<file path="src/rtl/serial_loader_pkg.sv">
// serial_loader_pkg
// Shared definitions for the serial loader: FSM state encodings, host
// command bytes, reply bytes, UART status bit positions and a small helper
// that turns the protocol LEN byte into a transfer count.
package serial_loader_pkg;

  // Command FSM states.
  typedef enum logic [3:0] {
    S_IDLE,   // fetch command byte
    S_AH,     // fetch address high byte
    S_AL,     // fetch address low byte
    S_LEN,    // fetch length byte
    S_WDATA,  // fetch one write data byte
    S_WSTB,   // memory write strobe
    S_RDREQ,  // memory read strobe
    S_RDCAP,  // capture memory read data
    S_TX,     // hand a reply byte to the UART port
    S_GO      // release the CPU
  } state_t;

  // UART port sequencer states.
  typedef enum logic [2:0] {
    P_IDLE,   // bus quiet, waiting for a request
    P_STAT,   // status read, wait for rx_full
    P_RLAT,   // data register addressed, byte latched
    P_POP,    // data register strobe frees the receiver
    P_TSTAT,  // status read, wait for tx_busy to clear
    P_TWR     // data register write
  } port_state_t;

  localparam logic [7:0] CMD_W  = 8'h57;
  localparam logic [7:0] CMD_R  = 8'h52;
  localparam logic [7:0] CMD_G  = 8'h47;
  localparam logic [7:0] ACK_GO = 8'h2E;
  localparam logic [7:0] NAK    = 8'h3F;

  localparam int ST_RX_FULL = 0;
  localparam int ST_TX_BUSY = 1;

  // LEN = 0 encodes a full 256-byte transfer.
  function automatic logic [8:0] len_to_count(input logic [7:0] len);
    return (len == 8'd0) ? 9'd256 : {1'b0, len};
  endfunction

endpackage

</file>
<file path="src/rtl/serial_loader_if.sv">
// serial_loader_if
// Bundles the loader's UART register bus, memory bus and CPU control lines.
//   master : the loader (drives u_cs/u_a0/u_rnw/u_wdata, m_addr/m_wdata/
//            m_we/m_re, cpu_hold/go/go_addr; receives u_rdata, m_rdata)
//   slave  : the UART, memory and CPU side
interface serial_loader_if;
  logic        u_cs;
  logic        u_a0;
  logic        u_rnw;
  logic [7:0]  u_wdata;
  logic [7:0]  u_rdata;
  logic [15:0] m_addr;
  logic [7:0]  m_wdata;
  logic        m_we;
  logic        m_re;
  logic [7:0]  m_rdata;
  logic        cpu_hold;
  logic        go;
  logic [15:0] go_addr;

  modport master (
    output u_cs, u_a0, u_rnw, u_wdata,
    input  u_rdata,
    output m_addr, m_wdata, m_we, m_re,
    input  m_rdata,
    output cpu_hold, go, go_addr
  );

  modport slave (
    input  u_cs, u_a0, u_rnw, u_wdata,
    output u_rdata,
    input  m_addr, m_wdata, m_we, m_re,
    output m_rdata,
    input  cpu_hold, go, go_addr
  );
endinterface

</file>
<file path="src/rtl/serial_loader_uart_port_master.sv">
// uart_port_master
// Sequences UART register accesses on behalf of the command FSM.
//   clk, reset          : clock, asynchronous active-low reset
//   get_req/ack/byte    : fetch one RX byte (STAT -> RLAT -> POP)
//   put_req/ack/byte    : send one TX byte (TSTAT -> TWR)
//   u_cs/u_a0/u_rnw     : UART register strobes
//   u_wdata, u_rdata    : UART write / combinational read data
// The requester holds req high until ack; ack is a single-cycle pulse.
module uart_port_master
  import serial_loader_pkg::*;
(
  input  logic       clk,
  input  logic       reset,
  input  logic       get_req,
  output logic       get_ack,
  output logic [7:0] get_byte,
  input  logic       put_req,
  output logic       put_ack,
  input  logic [7:0] put_byte,
  output logic       u_cs,
  output logic       u_a0,
  output logic       u_rnw,
  output logic [7:0] u_wdata,
  input  logic [7:0] u_rdata
);

  port_state_t state_reg, state_next;
  logic [7:0]  rx_byte_reg;
  logic [7:0]  tx_byte_reg;

  always_ff @(posedge clk or negedge reset) begin
    if (!reset) begin
      state_reg   <= P_IDLE;
      rx_byte_reg <= 8'h00;
      tx_byte_reg <= 8'h00;
    end else begin
      state_reg <= state_next;
      // Data is latched in RLAT, never in POP: the UART may drop its data
      // output during the pop strobe.
      if (state_reg == P_RLAT) begin
        rx_byte_reg <= u_rdata;
      end
      if (state_reg == P_IDLE && put_req) begin
        tx_byte_reg <= put_byte;
      end
    end
  end

  always_comb begin
    state_next = state_reg;
    u_cs       = 1'b0;
    u_a0       = 1'b0;
    u_rnw      = 1'b1;
    get_ack    = 1'b0;
    put_ack    = 1'b0;
    case (state_reg)
      P_IDLE: begin
        if (put_req) begin
          state_next = P_TSTAT;
        end else if (get_req) begin
          state_next = P_STAT;
        end
      end
      P_STAT: begin
        u_cs = 1'b1;
        if (u_rdata[ST_RX_FULL]) begin
          state_next = P_RLAT;
        end
      end
      P_RLAT: begin
        u_a0       = 1'b1;
        state_next = P_POP;
      end
      P_POP: begin
        u_cs       = 1'b1;
        u_a0       = 1'b1;
        get_ack    = 1'b1;
        state_next = P_IDLE;
      end
      P_TSTAT: begin
        u_cs = 1'b1;
        if (!u_rdata[ST_TX_BUSY]) begin
          state_next = P_TWR;
        end
      end
      P_TWR: begin
        u_cs       = 1'b1;
        u_a0       = 1'b1;
        u_rnw      = 1'b0;
        put_ack    = 1'b1;
        state_next = P_IDLE;
      end
      default: state_next = P_IDLE;
    endcase
  end

  // Returning through P_IDLE after POP/TWR guarantees u_cs never stays
  // high on the data register for two consecutive cycles.
  assign u_wdata  = tx_byte_reg;
  assign get_byte = rx_byte_reg;

endmodule

</file>
<file path="src/rtl/serial_loader.sv">
// serial_loader
// UART-driven bus-master monitor. Decodes W (write), R (read) and G (go)
// host commands, drives the memory bus and holds/releases the CPU.
//   clk   : system clock
//   reset : asynchronous active-low reset
//   bus   : serial_loader_if.master (UART regs, memory bus, CPU control)
// HOLD_AT_RESET keeps cpu_hold asserted from reset until the first G.
module serial_loader
  import serial_loader_pkg::*;
#(
  parameter bit HOLD_AT_RESET = 1'b1
) (
  input  logic clk,
  input  logic reset,
  serial_loader_if.master bus
);

  state_t      state_reg, state_next;
  logic [7:0]  cmd_reg;
  logic [7:0]  data_reg;
  logic [7:0]  sum_reg;
  logic [7:0]  tx_byte_reg;
  logic [15:0] addr_reg;
  logic [15:0] go_addr_reg;
  logic [8:0]  count_reg;
  logic        hold_base_reg;   // reset-time hold, cleared by the first G
  logic        busy_hold_reg;   // hold while a W/R command is in progress

  logic        get_req, get_ack, put_req, put_ack;
  logic [7:0]  get_byte;
  logic        cmd_is_bus;
  logic        cmd_is_known;

  assign cmd_is_bus   = (get_byte == CMD_W) || (get_byte == CMD_R);
  assign cmd_is_known = cmd_is_bus || (get_byte == CMD_G);

  uart_port_master port_i (
    .clk      (clk),
    .reset    (reset),
    .get_req  (get_req),
    .get_ack  (get_ack),
    .get_byte (get_byte),
    .put_req  (put_req),
    .put_ack  (put_ack),
    .put_byte (tx_byte_reg),
    .u_cs     (bus.u_cs),
    .u_a0     (bus.u_a0),
    .u_rnw    (bus.u_rnw),
    .u_wdata  (bus.u_wdata),
    .u_rdata  (bus.u_rdata)
  );

  always_ff @(posedge clk or negedge reset) begin
    if (!reset) begin
      state_reg <= S_IDLE;
    end else begin
      state_reg <= state_next;
    end
  end

  always_comb begin
    state_next = state_reg;
    get_req    = 1'b0;
    put_req    = 1'b0;
    case (state_reg)
      S_IDLE: begin
        get_req = 1'b1;
        if (get_ack) begin
          state_next = cmd_is_known ? S_AH : S_TX;
        end
      end
      S_AH: begin
        get_req = 1'b1;
        if (get_ack) state_next = S_AL;
      end
      S_AL: begin
        get_req = 1'b1;
        if (get_ack) state_next = (cmd_reg == CMD_G) ? S_GO : S_LEN;
      end
      S_LEN: begin
        get_req = 1'b1;
        if (get_ack) state_next = (cmd_reg == CMD_W) ? S_WDATA : S_RDREQ;
      end
      S_WDATA: begin
        get_req = 1'b1;
        if (get_ack) state_next = S_WSTB;
      end
      S_WSTB:  state_next = (count_reg == 9'd1) ? S_TX : S_WDATA;
      S_RDREQ: state_next = S_RDCAP;
      S_RDCAP: state_next = S_TX;
      S_TX: begin
        put_req = 1'b1;
        if (put_ack) begin
          // Only R streams multiple replies; everything else ends here.
          if (cmd_reg == CMD_R && count_reg != 9'd1) begin
            state_next = S_RDREQ;
          end else begin
            state_next = S_IDLE;
          end
        end
      end
      S_GO:    state_next = S_TX;
      default: state_next = S_IDLE;
    endcase
  end

  always_ff @(posedge clk or negedge reset) begin
    if (!reset) begin
      cmd_reg       <= 8'h00;
      data_reg      <= 8'h00;
      sum_reg       <= 8'h00;
      tx_byte_reg   <= 8'h00;
      addr_reg      <= 16'h0000;
      go_addr_reg   <= 16'h0000;
      count_reg     <= 9'd0;
      hold_base_reg <= HOLD_AT_RESET;
      busy_hold_reg <= 1'b0;
    end else begin
      case (state_reg)
        S_IDLE: begin
          if (get_ack) begin
            cmd_reg <= get_byte;
            if (cmd_is_bus) busy_hold_reg <= 1'b1;
            if (!cmd_is_known) tx_byte_reg <= NAK;
          end
        end
        S_AH: begin
          if (get_ack) addr_reg[15:8] <= get_byte;
        end
        S_AL: begin
          if (get_ack) begin
            addr_reg[7:0] <= get_byte;
            if (cmd_reg == CMD_G) begin
              // Hold drops on the same edge that enters S_GO, so cpu_hold
              // falls in the cycle go pulses.
              go_addr_reg   <= {addr_reg[15:8], get_byte};
              hold_base_reg <= 1'b0;
            end
          end
        end
        S_LEN: begin
          if (get_ack) begin
            count_reg <= len_to_count(get_byte);
            sum_reg   <= 8'h00;
          end
        end
        S_WDATA: begin
          if (get_ack) data_reg <= get_byte;
        end
        S_WSTB: begin
          addr_reg    <= addr_reg + 16'd1;
          count_reg   <= count_reg - 9'd1;
          sum_reg     <= sum_reg + data_reg;
          tx_byte_reg <= sum_reg + data_reg;
        end
        S_RDCAP: begin
          tx_byte_reg <= bus.m_rdata;
        end
        S_TX: begin
          if (put_ack) begin
            if (cmd_reg == CMD_R) begin
              addr_reg  <= addr_reg + 16'd1;
              count_reg <= count_reg - 9'd1;
            end
            if (state_next == S_IDLE) busy_hold_reg <= 1'b0;
          end
        end
        S_GO: begin
          tx_byte_reg <= ACK_GO;
        end
        default: ;
      endcase
    end
  end

  assign bus.m_addr   = addr_reg;
  assign bus.m_wdata  = data_reg;
  assign bus.m_we     = (state_reg == S_WSTB);
  assign bus.m_re     = (state_reg == S_RDREQ);
  assign bus.go       = (state_reg == S_GO);
  assign bus.go_addr  = go_addr_reg;
  assign bus.cpu_hold = hold_base_reg | busy_hold_reg;

endmodule
</file>
<file path="src/flat_wrapper.sv">
// flat-port wrapper written by rule: the top's interface ports become plain ports
module serial_loader_flat import serial_loader_pkg::*;
#(
  parameter bit HOLD_AT_RESET = 1'b1
)
  (clk, reset, bus_u_cs, bus_u_a0, bus_u_rnw, bus_u_wdata, bus_u_rdata, bus_m_addr, bus_m_wdata, bus_m_we, bus_m_re, bus_m_rdata, bus_cpu_hold, bus_go, bus_go_addr);
  serial_loader_if bus_i ();
  input  logic clk;
  input  logic reset;
  output wire logic [$bits(bus_i.u_cs)-1:0] bus_u_cs;
  output wire logic [$bits(bus_i.u_a0)-1:0] bus_u_a0;
  output wire logic [$bits(bus_i.u_rnw)-1:0] bus_u_rnw;
  output wire logic [$bits(bus_i.u_wdata)-1:0] bus_u_wdata;
  input wire logic [$bits(bus_i.u_rdata)-1:0] bus_u_rdata;
  output wire logic [$bits(bus_i.m_addr)-1:0] bus_m_addr;
  output wire logic [$bits(bus_i.m_wdata)-1:0] bus_m_wdata;
  output wire logic [$bits(bus_i.m_we)-1:0] bus_m_we;
  output wire logic [$bits(bus_i.m_re)-1:0] bus_m_re;
  input wire logic [$bits(bus_i.m_rdata)-1:0] bus_m_rdata;
  output wire logic [$bits(bus_i.cpu_hold)-1:0] bus_cpu_hold;
  output wire logic [$bits(bus_i.go)-1:0] bus_go;
  output wire logic [$bits(bus_i.go_addr)-1:0] bus_go_addr;
  assign bus_u_cs = bus_i.u_cs;
  assign bus_u_a0 = bus_i.u_a0;
  assign bus_u_rnw = bus_i.u_rnw;
  assign bus_u_wdata = bus_i.u_wdata;
  assign bus_i.u_rdata = bus_u_rdata;
  assign bus_m_addr = bus_i.m_addr;
  assign bus_m_wdata = bus_i.m_wdata;
  assign bus_m_we = bus_i.m_we;
  assign bus_m_re = bus_i.m_re;
  assign bus_i.m_rdata = bus_m_rdata;
  assign bus_cpu_hold = bus_i.cpu_hold;
  assign bus_go = bus_i.go;
  assign bus_go_addr = bus_i.go_addr;
  serial_loader #(.HOLD_AT_RESET(HOLD_AT_RESET)) u_core (.clk(clk), .reset(reset), .bus(bus_i));
endmodule
</file>
<file path="config.mk">
export PLATFORM = sky130hd
export DESIGN_NAME = serial_loader_flat
export DESIGN_NICKNAME = d
export VERILOG_FILES = /design/src/rtl/serial_loader_pkg.sv /design/src/rtl/serial_loader_if.sv /design/src/rtl/serial_loader_uart_port_master.sv /design/src/rtl/serial_loader.sv /design/src/flat_wrapper.sv
export SDC_FILE = /design/constraint.sdc
export NUM_CORES = 1
export LEC_CHECK = 0
export ABC_AREA = 1
export CORE_AREA = 3 3 115 89
export DETAILED_ROUTE_END_ITERATION = 10
export DIE_AREA = 0 0 118 92
export DONT_BUFFER_PORTS = 1
export PLACE_DENSITY = 0.74
export SLEW_MARGIN = 20
export SYNTH_ARGS = -nofsm -noshare
export SYNTH_HDL_FRONTEND = slang
export SYNTH_SLANG_ARGS = --single-unit
</file>
<file path="constraint.sdc">
create_clock -name clk -period 3.53 [get_ports clk]
set_clock_uncertainty 0.1 [all_clocks]
set_input_delay 0.353 -clock clk [delete_from_list [all_inputs] [get_ports clk]]
set_output_delay 0.353 -clock clk [all_outputs]
set_load 0.02 [all_outputs]
</file>
==> results.sh, run 1 <==
export IMPL_slew_headroom_pct=47.16
export IMPL_synth_seq_cells=98
export IMPL_io_buffers=0
export IMPL_synth_xor_area_share_pct=0.6426
export IMPL_ir_worst_vdd_mv=0.4359
export IMPL_power_frac_comb_pct=39.6
export IMPL_finalCritPeriodShare_pct=59.77
export IMPL_drc_errors=0
export IMPL_crit_path_top_delay_cell="dfrtp_1"
export IMPL_p_int_w=0.002644
export IMPL_numCtsBuffers=9
export IMPL_clock_sinks=98
export IMPL_synth_mux_area_fraction_pct=0.8263
export IMPL_diodes=0
export IMPL_wl_um=13440
export IMPL_end_kind="register"
export IMPL_postSynthCellCount=740
export IMPL_path_cells="ha_1 -> fa_1 -> nand2_1 -> nand2_1 -> o21ai_0 -> nand2_1 -> nand2_1 -> nand2_1"
export IMPL_grt_usage_pct=25.71
export IMPL_chipHeight_um=92
export IMPL_switching_share_pct=46.90
export IMPL_dp_hpwl_um=10090
export IMPL_cts_buffer_depth=2
export IMPL_status="finished, final reports clean"
export IMPL_drv_cap=0
export IMPL_p_clk_share_pct=20.1
export IMPL_crit_buf_inv=0
export IMPL_pin_count=73
export IMPL_synth_simple_gate_area_share_pct=31.95
export IMPL_finalMaxSlewViolations=0
export IMPL_antenna_found_initial=0
export IMPL_cts_tree="done"
export IMPL_cpPeakStageDelay_ns=0.48
export IMPL_startpoint_type="register"
export IMPL_drive_gt1_share_pct=7.941
export IMPL_start_util_pct=59.77
export IMPL_grt_pass1_wl_um=22290
export IMPL_synthArstFlopShare_pct=100.0
export IMPL_ant_nets=0
export IMPL_clk_pin_slew_ns=0.07
export IMPL_setup_slack_ns=1.420
export IMPL_vias=4726
export IMPL_yosys_area_share_adder_pct=2.662
export IMPL_dieArea_mm2=0.01086
export IMPL_place_ws_ns=1.457
export IMPL_critical_path_class="reg -> reg"
export IMPL_fin_area_mm2=0.005854
export IMPL_nets=768
export IMPL_core_area_mm2=0.009121
export IMPL_seq_area_frac_synth_pct=45.01
export IMPL_hold_path_class="in -> reg"
export IMPL_root_buffer="clkbuf_16"
export IMPL_cp_max_fo=4
export IMPL_ys_warn_count=0
export IMPL_ys_flop_type="dfrtp_1"
export IMPL_h_tree_depth=3
export IMPL_max_freq_ghz=0.4740
export IMPL_fp_row_count=30
export IMPL_vias_per_cell=5.426
export IMPL_die_x_um=118
export IMPL_cp_arrival_ns=2.24
export IMPL_rsz0062_at_grt="no"
export IMPL_grt_pass1_vias=4329
export IMPL_setup_viol=0
export IMPL_wl_per_cell_um=15.43
export IMPL_placed_area_mm2=0.005515
export IMPL_grt_max_degree=99
export IMPL_syn_area_per_cell_um2=7.367
export IMPL_synth_top_family_by_area="simple AND/OR/NAND/NOR gates"
export IMPL_synth_compound_area_share_pct=10.21
export IMPL_p_sw_w=0.002336
export IMPL_worst_pin_slew_ns=0.7904
export IMPL_power_density_mw_per_mm2=850.7
export IMPL_netlist_area_mm2=0.005451
export IMPL_synthesis_nets=769
export IMPL_areaGrowthSynthToFinish_pct=7.390
export IMPL_setup_tns_ns=0
export IMPL_drtIter0Drc=451
export IMPL_place_gp_congestion=0.9124
export IMPL_cp_required_ns=3.66
export IMPL_p_leak_nw=3.027
export IMPL_regToRegSetupSlack_ns=1.42
export IMPL_worst_path_dominant_cell_family="adder cells"
export IMPL_seqPwrFrac_pct=40.3
export IMPL_fillers=840
export IMPL_insertion_delay_ns=0.34
export IMPL_dr_pass1_iters=5
export IMPL_gr_total_overflow=0
export IMPL_path_common_cell="nand2_1"
export IMPL_synth_edff_count=0
export IMPL_finalHoldViolations=0
export IMPL_ys_types=41
export IMPL_final_min_clock_period_ns=2.110
-- final timing paths --
kind                                                   start                                     to  cells after the start
setup / recovery           u_core.bus.m_wdata[0]$_DFFE_PN0P_      u_core.tx_byte_reg[4]$_DFFE_PN0P_                      8
hold / removal                                bus_u_rdata[6]  u_core.port_i.get_byte[6]$_DFFE_PN0P_                      2
hold reg to reg             u_core.busy_hold_reg$_DFFE_PN0P_       u_core.busy_hold_reg$_DFFE_PN0P_                      2
setup reg to reg           u_core.bus.m_wdata[0]$_DFFE_PN0P_      u_core.tx_byte_reg[4]$_DFFE_PN0P_                      8
min in group asynchronous                              reset      u_core.bus.go_addr[5]$_DFFE_PN0P_                      2
max in group asynchronous                              reset       u_core.hold_base_reg$_DFFE_PN1P_                      2
-- routing by layer --
layer | part of all wire, % | routed length, um | global-route usage, % | up-vias
met5 | 0 | 0 | 0 | -
met1 | 50 | 6700 | 39.52 | 2219
met3 | 7.9 | 1063 | 6.720 | 8
li1 | - | - | - | 2322
met2 | 42 | 5591 | 36.92 | 177
met4 | 0.64 | 86 | 4.683 | 0
-- cells by family after synthesis --
kind of cell | Yosys count
muxes | 4
DFF | 98
AOI/OAI and AO/OA | 101
xor gates and xnor gates | 4
buffers and inverters | 114
and+or+nand+nor | 408
adders and majority gates | 11
-- repair_timing --
action                                 in CTS  in global routing
resized for setup                           0                  0
endpoints found under the hold margin      98                  0
hold buffers                                2                  0
buffers inserted                            0                  0
-- cell usage after synthesis (3+ instances only) --
cell | n | area, um2
a21oi_1 | 23 | 115.1
buf_2 | 5 | 25.02
buf_6 | 4 | 45.04
clkbuf_1 | 3 | 11.26
dfrtp_1 | 97 | 2427
ha_1 | 10 | 125.1
inv_1 | 91 | 341.6
inv_2 | 8 | 30.03
mux2_2 | 3 | 33.78
nand2_1 | 253 | 949.7
nand2_2 | 7 | 43.79
nand3_1 | 42 | 210.2
nand3_4 | 3 | 52.55
nand4_1 | 9 | 56.30
nor2_1 | 75 | 281.5
nor2_4 | 3 | 33.78
nor3_1 | 5 | 25.02
o21ai_0 | 57 | 285.3
o21ai_1 | 4 | 20.02
o21ai_2 | 8 | 70.07
or2_2 | 3 | 18.77
-- area by class of cell --
type / instances / area [um2] / share of cell area [%]
Clock buffer: 10 / 239.0 / 4.082
Tap cell: 128 / 160.2 / 2.736
Clock inverter: 5 / 62.56 / 1.069
Multi-Input combinational cell: 528 / 2524 / 43.11
Sequential cell: 98 / 2454 / 41.91
Inverter: 100 / 377.9 / 6.454
Timing Repair Buffer: 2 / 37.54 / 0.6412
-- cells in the final DEF (no fill, tap or decap), drive strengths merged --
cell	count
a21oi	25
ha	10
or2	3
dfrtp	97
inv	102
nor3b	1
o21ai	69
nand4	9
buf	1
o22ai	2
and3	1
o21bai	1
nor2	79
nor3	6
bufinv	1
a211oi	1
clkinvlp	2
mux2	4
and2	1
xnor2	2
nand2	261
a31oi	2
o2bb2ai	1
dlygate4sd3	1
fa	1
nand3b	2
clkbuf	10
nand3	45
xor2	2
dfstp	1
-- power groups by stage --
stage | combinational [W] | clock, W | sequential (W)
2_1_floorplan | 0.00154 | 0 | 0.00192
3_3_place_gp | 0.00187 | 0 | 0.00201
3_5_place_dp | 0.00192 | 0 | 0.00202
4_1_cts | 0.00196 | 0.00101 | 0.00200
5_1_grt | 0.00225 | 0.00107 | 0.00205
6_report | 0.00197 | 0.00100 | 0.00201
-- worst register-to-register path, stage by stage (launching register included) --
cell,delay (ns)
dfrtp_1,0.48
ha_1,0.29
fa_1,0.44
nand2_1,0.09
nand2_1,0.07
o21ai_0,0.25
nand2_1,0.10
nand2_1,0.11
nand2_1,0.06
-- through the flow --
| step | instances | hold slack, ns | power (W) | util (%) |
|---|---|---|---|---|
| floorplan | 740 | -0.04259 | 0.003455 | - |
| global placement | 854 | -0.03989 | 0.003880 | 60.47 |
| detailed placement | 854 | -0.04003 | 0.003932 | 60.47 |
| CTS | 871 | 0.06953 | 0.004970 | 64.18 |
| global route | 871 | 0.07240 | 0.005368 | 64.18 |
| finish | 871 | 0.08147 | 0.004980 | 64.18 |
No activity file was read; power rests on OpenSTA's default activity.
==> run 2, diff against run 1 <==
Clock period 3.53 ns to 2.17 ns, I/O delays scaled along.
==> run 2 against run 1 <==
Against the previous run:
- the run now ends with hold timing left
- die area unchanged
- non-clock buffer count grew 18
- via count did not move
- count of clock-buffer cells in the layout did not move
- sequential power up 60%
- first-iteration DRC count rose by 6.2%
- global-route usage grew 0.85 points
- setup slack got worse by 1.2 ns
- clock power rose by 75%
- wire length increased by 1.3%
==> results.sh, run 2 (same netlist as run 1, synthesis figures left out) <==
export IMPL_status="complete, but fails checks"
export IMPL_violations="hold timing"
export IMPL_fillers=793
export IMPL_start_util_pct=59.77
export IMPL_vias_per_cell=5.310
export IMPL_regToRegSetupSlack_ns=0.19
export IMPL_rr_startpoint="u_core.bus.m_wdata[5]$_DFFE_PN0P_"
export IMPL_final_min_clock_period_ns=1.979
export IMPL_p_int_w=0.004511
export IMPL_drtIter0Drc=479
export IMPL_cts_buffer_depth=2
export IMPL_antenna_found_initial=0
export IMPL_multi_input_area_mm2=0.002524
export IMPL_worst_pin_slew_ns=0.6695
export IMPL_end_kind="register"
export IMPL_p_leak_nw=3.120
export IMPL_power_density_mw_per_mm2=1380
export IMPL_finalCritPeriodShare_pct=91.20
export IMPL_pin_count=73
export IMPL_cp_arrival_ns=2.12
export IMPL_ant_nets=0
export IMPL_core_area_mm2=0.009121
export IMPL_fp_row_count=30
export IMPL_cp_max_fo=5
export IMPL_slew_headroom_pct=54.89
export IMPL_placed_area_mm2=0.005598
export IMPL_place_ws_ns=0.2570
export IMPL_die_x_um=118
export IMPL_numCtsBuffers=9
export IMPL_nets=786
export IMPL_regArea_mm2=0.002454
export IMPL_setup_tns_ns=0
export IMPL_cts_setup_buffers=0
export IMPL_cts_resized=0
export IMPL_p_sw_w=0.003794
export IMPL_wl_per_cell_um=15.30
export IMPL_grt_pass1_wl_um=22870
export IMPL_insertion_delay_ns=0.35
export IMPL_gr_total_overflow=0
export IMPL_io_buffers=0
export IMPL_clk_pin_slew_ns=0.07
export IMPL_finalMaxSlewViolations=0
export IMPL_wl_um=13620
export IMPL_max_freq_ghz=0.5053
export IMPL_place_gp_congestion=0.9352
export IMPL_diodes=0
export IMPL_cts_tree="done"
export IMPL_drive_gt1_share_pct=9.186
export IMPL_ff2ff_path_depth=9
export IMPL_grt_pass1_vias=4458
export IMPL_power_frac_comb_pct=40.3
export IMPL_critical_path_class="reg -> reg"
export IMPL_seqPwrFrac_pct=38.6
export IMPL_r2r_end="u_core.tx_byte_reg[7]$_DFFE_PN0P_"
export IMPL_drv_cap=0
export IMPL_dieArea_mm2=0.01086
export IMPL_h_tree_depth=3
export IMPL_setup_viol=0
export IMPL_p_clk_share_pct=21.1
export IMPL_vias=4726
export IMPL_switching_share_pct=45.68
export IMPL_hold_path_class="in -> async"
export IMPL_root_buffer="clkbuf_16"
export IMPL_final_cell_mix="253 x nand2_1, 97 x dfrtp_1, 91 x inv_1, 75 x nor2_1, 57 x o21ai_0"
export IMPL_whs_ns=-0.5420
export IMPL_cts_hold_buf=9
export IMPL_startpoint_type="register"
export IMPL_fin_area_mm2=0.006017
export IMPL_rsz0062_at_grt="no"
export IMPL_totalPowerFinal_w=0.008305
export IMPL_cp_required_ns=2.31
export IMPL_clock_sinks=98
export IMPL_areaGrowthSynthToFinish_pct=10.37
export IMPL_dp_hpwl_um=10150
export IMPL_grt_usage_pct=26.57
export IMPL_drc_errors=0
export IMPL_grt_max_degree=99
export IMPL_chipHeight_um=92
export IMPL_ir_worst_vdd_mv=0.8589
export IMPL_finalHoldViolations=98
export IMPL_layout_commonest_cell="nand2_1"
export IMPL_dr_pass1_iters=6
export IMPL_setup_slack_ns=0.1910
run 2: power by group through the flow:
stage / combinational, W / sequential [W] / clock, W
2_1_floorplan: 0.00250 / 0.00312 / 0
4_1_cts: 0.00331 / 0.00321 / 0.00178
3_3_place_gp: 0.00321 / 0.00322 / 0
3_5_place_dp: 0.00328 / 0.00323 / 0
5_1_grt: 0.00382 / 0.00329 / 0.00186
6_report: 0.00334 / 0.00321 / 0.00175
run 2: worst max path at each step:
stage | depth (start not counted) | slack [ns] | startpoint | endpoint
floorplan | 8 | 0.38 | u_core.bus.m_wdata[0]$_DFFE_PN0P_ | u_core.tx_byte_reg[4]$_DFFE_PN0P_
global placement | 10 | 0.26 | u_core.state_reg[2]$_DFF_PN0_ | u_core.bus.m_addr[6]$_DFFE_PN0P_
detailed placement | 8 | 0.26 | u_core.bus.m_wdata[0]$_DFFE_PN0P_ | u_core.tx_byte_reg[4]$_DFFE_PN0P_
CTS | 5 | 0.21 | u_core.port_i.state_reg[1]$_DFFE_PN0P_ | bus_u_a0
global route | 5 | 0.11 | u_core.port_i.state_reg[1]$_DFFE_PN0P_ | bus_u_a0
finish | 9 | 0.19 | u_core.bus.m_wdata[5]$_DFFE_PN0P_ | u_core.tx_byte_reg[7]$_DFFE_PN0P_
run 2: per-layer routing:
layer | track usage (%) | wire [um]
met4 | 7.122 | 128
met2 | 37.30 | 5661
met1 | 41.43 | 6832
met3 | 5.549 | 996
met5 | 0 | 0
run 2: worst max-delay path, stage by stage, from the launching register on:
cell	delay [ns]
dfrtp_1	0.47
ha_1	0.41
nand2_1	0.11
inv_1	0.04
a21oi_1	0.22
nand3_1	0.11
nand3_1	0.17
nand2_1	0.12
inv_1	0.07
nand2_1	0.05
run 2: metrics by stage:
stage | util (%) | hold WS, ns | instances
floorplan | - | -0.1786 | 740
global placement | 61.37 | -0.1760 | 865
finish | 65.97 | -0.5420 | 890
global route | 65.97 | -0.5607 | 890
detailed placement | 61.37 | -0.1764 | 865
CTS | 65.97 | -0.5519 | 890
run 2: final cells by class:
cell class | count | area share, %
multi-input combinational | 528 | 41.94
sequential | 98 | 40.78
timing repair buffer | 20 | 2.870
tap | 128 | 2.662
clock inverter | 6 | 1.497
inverter | 100 | 6.280
clock buffer | 10 | 3.972
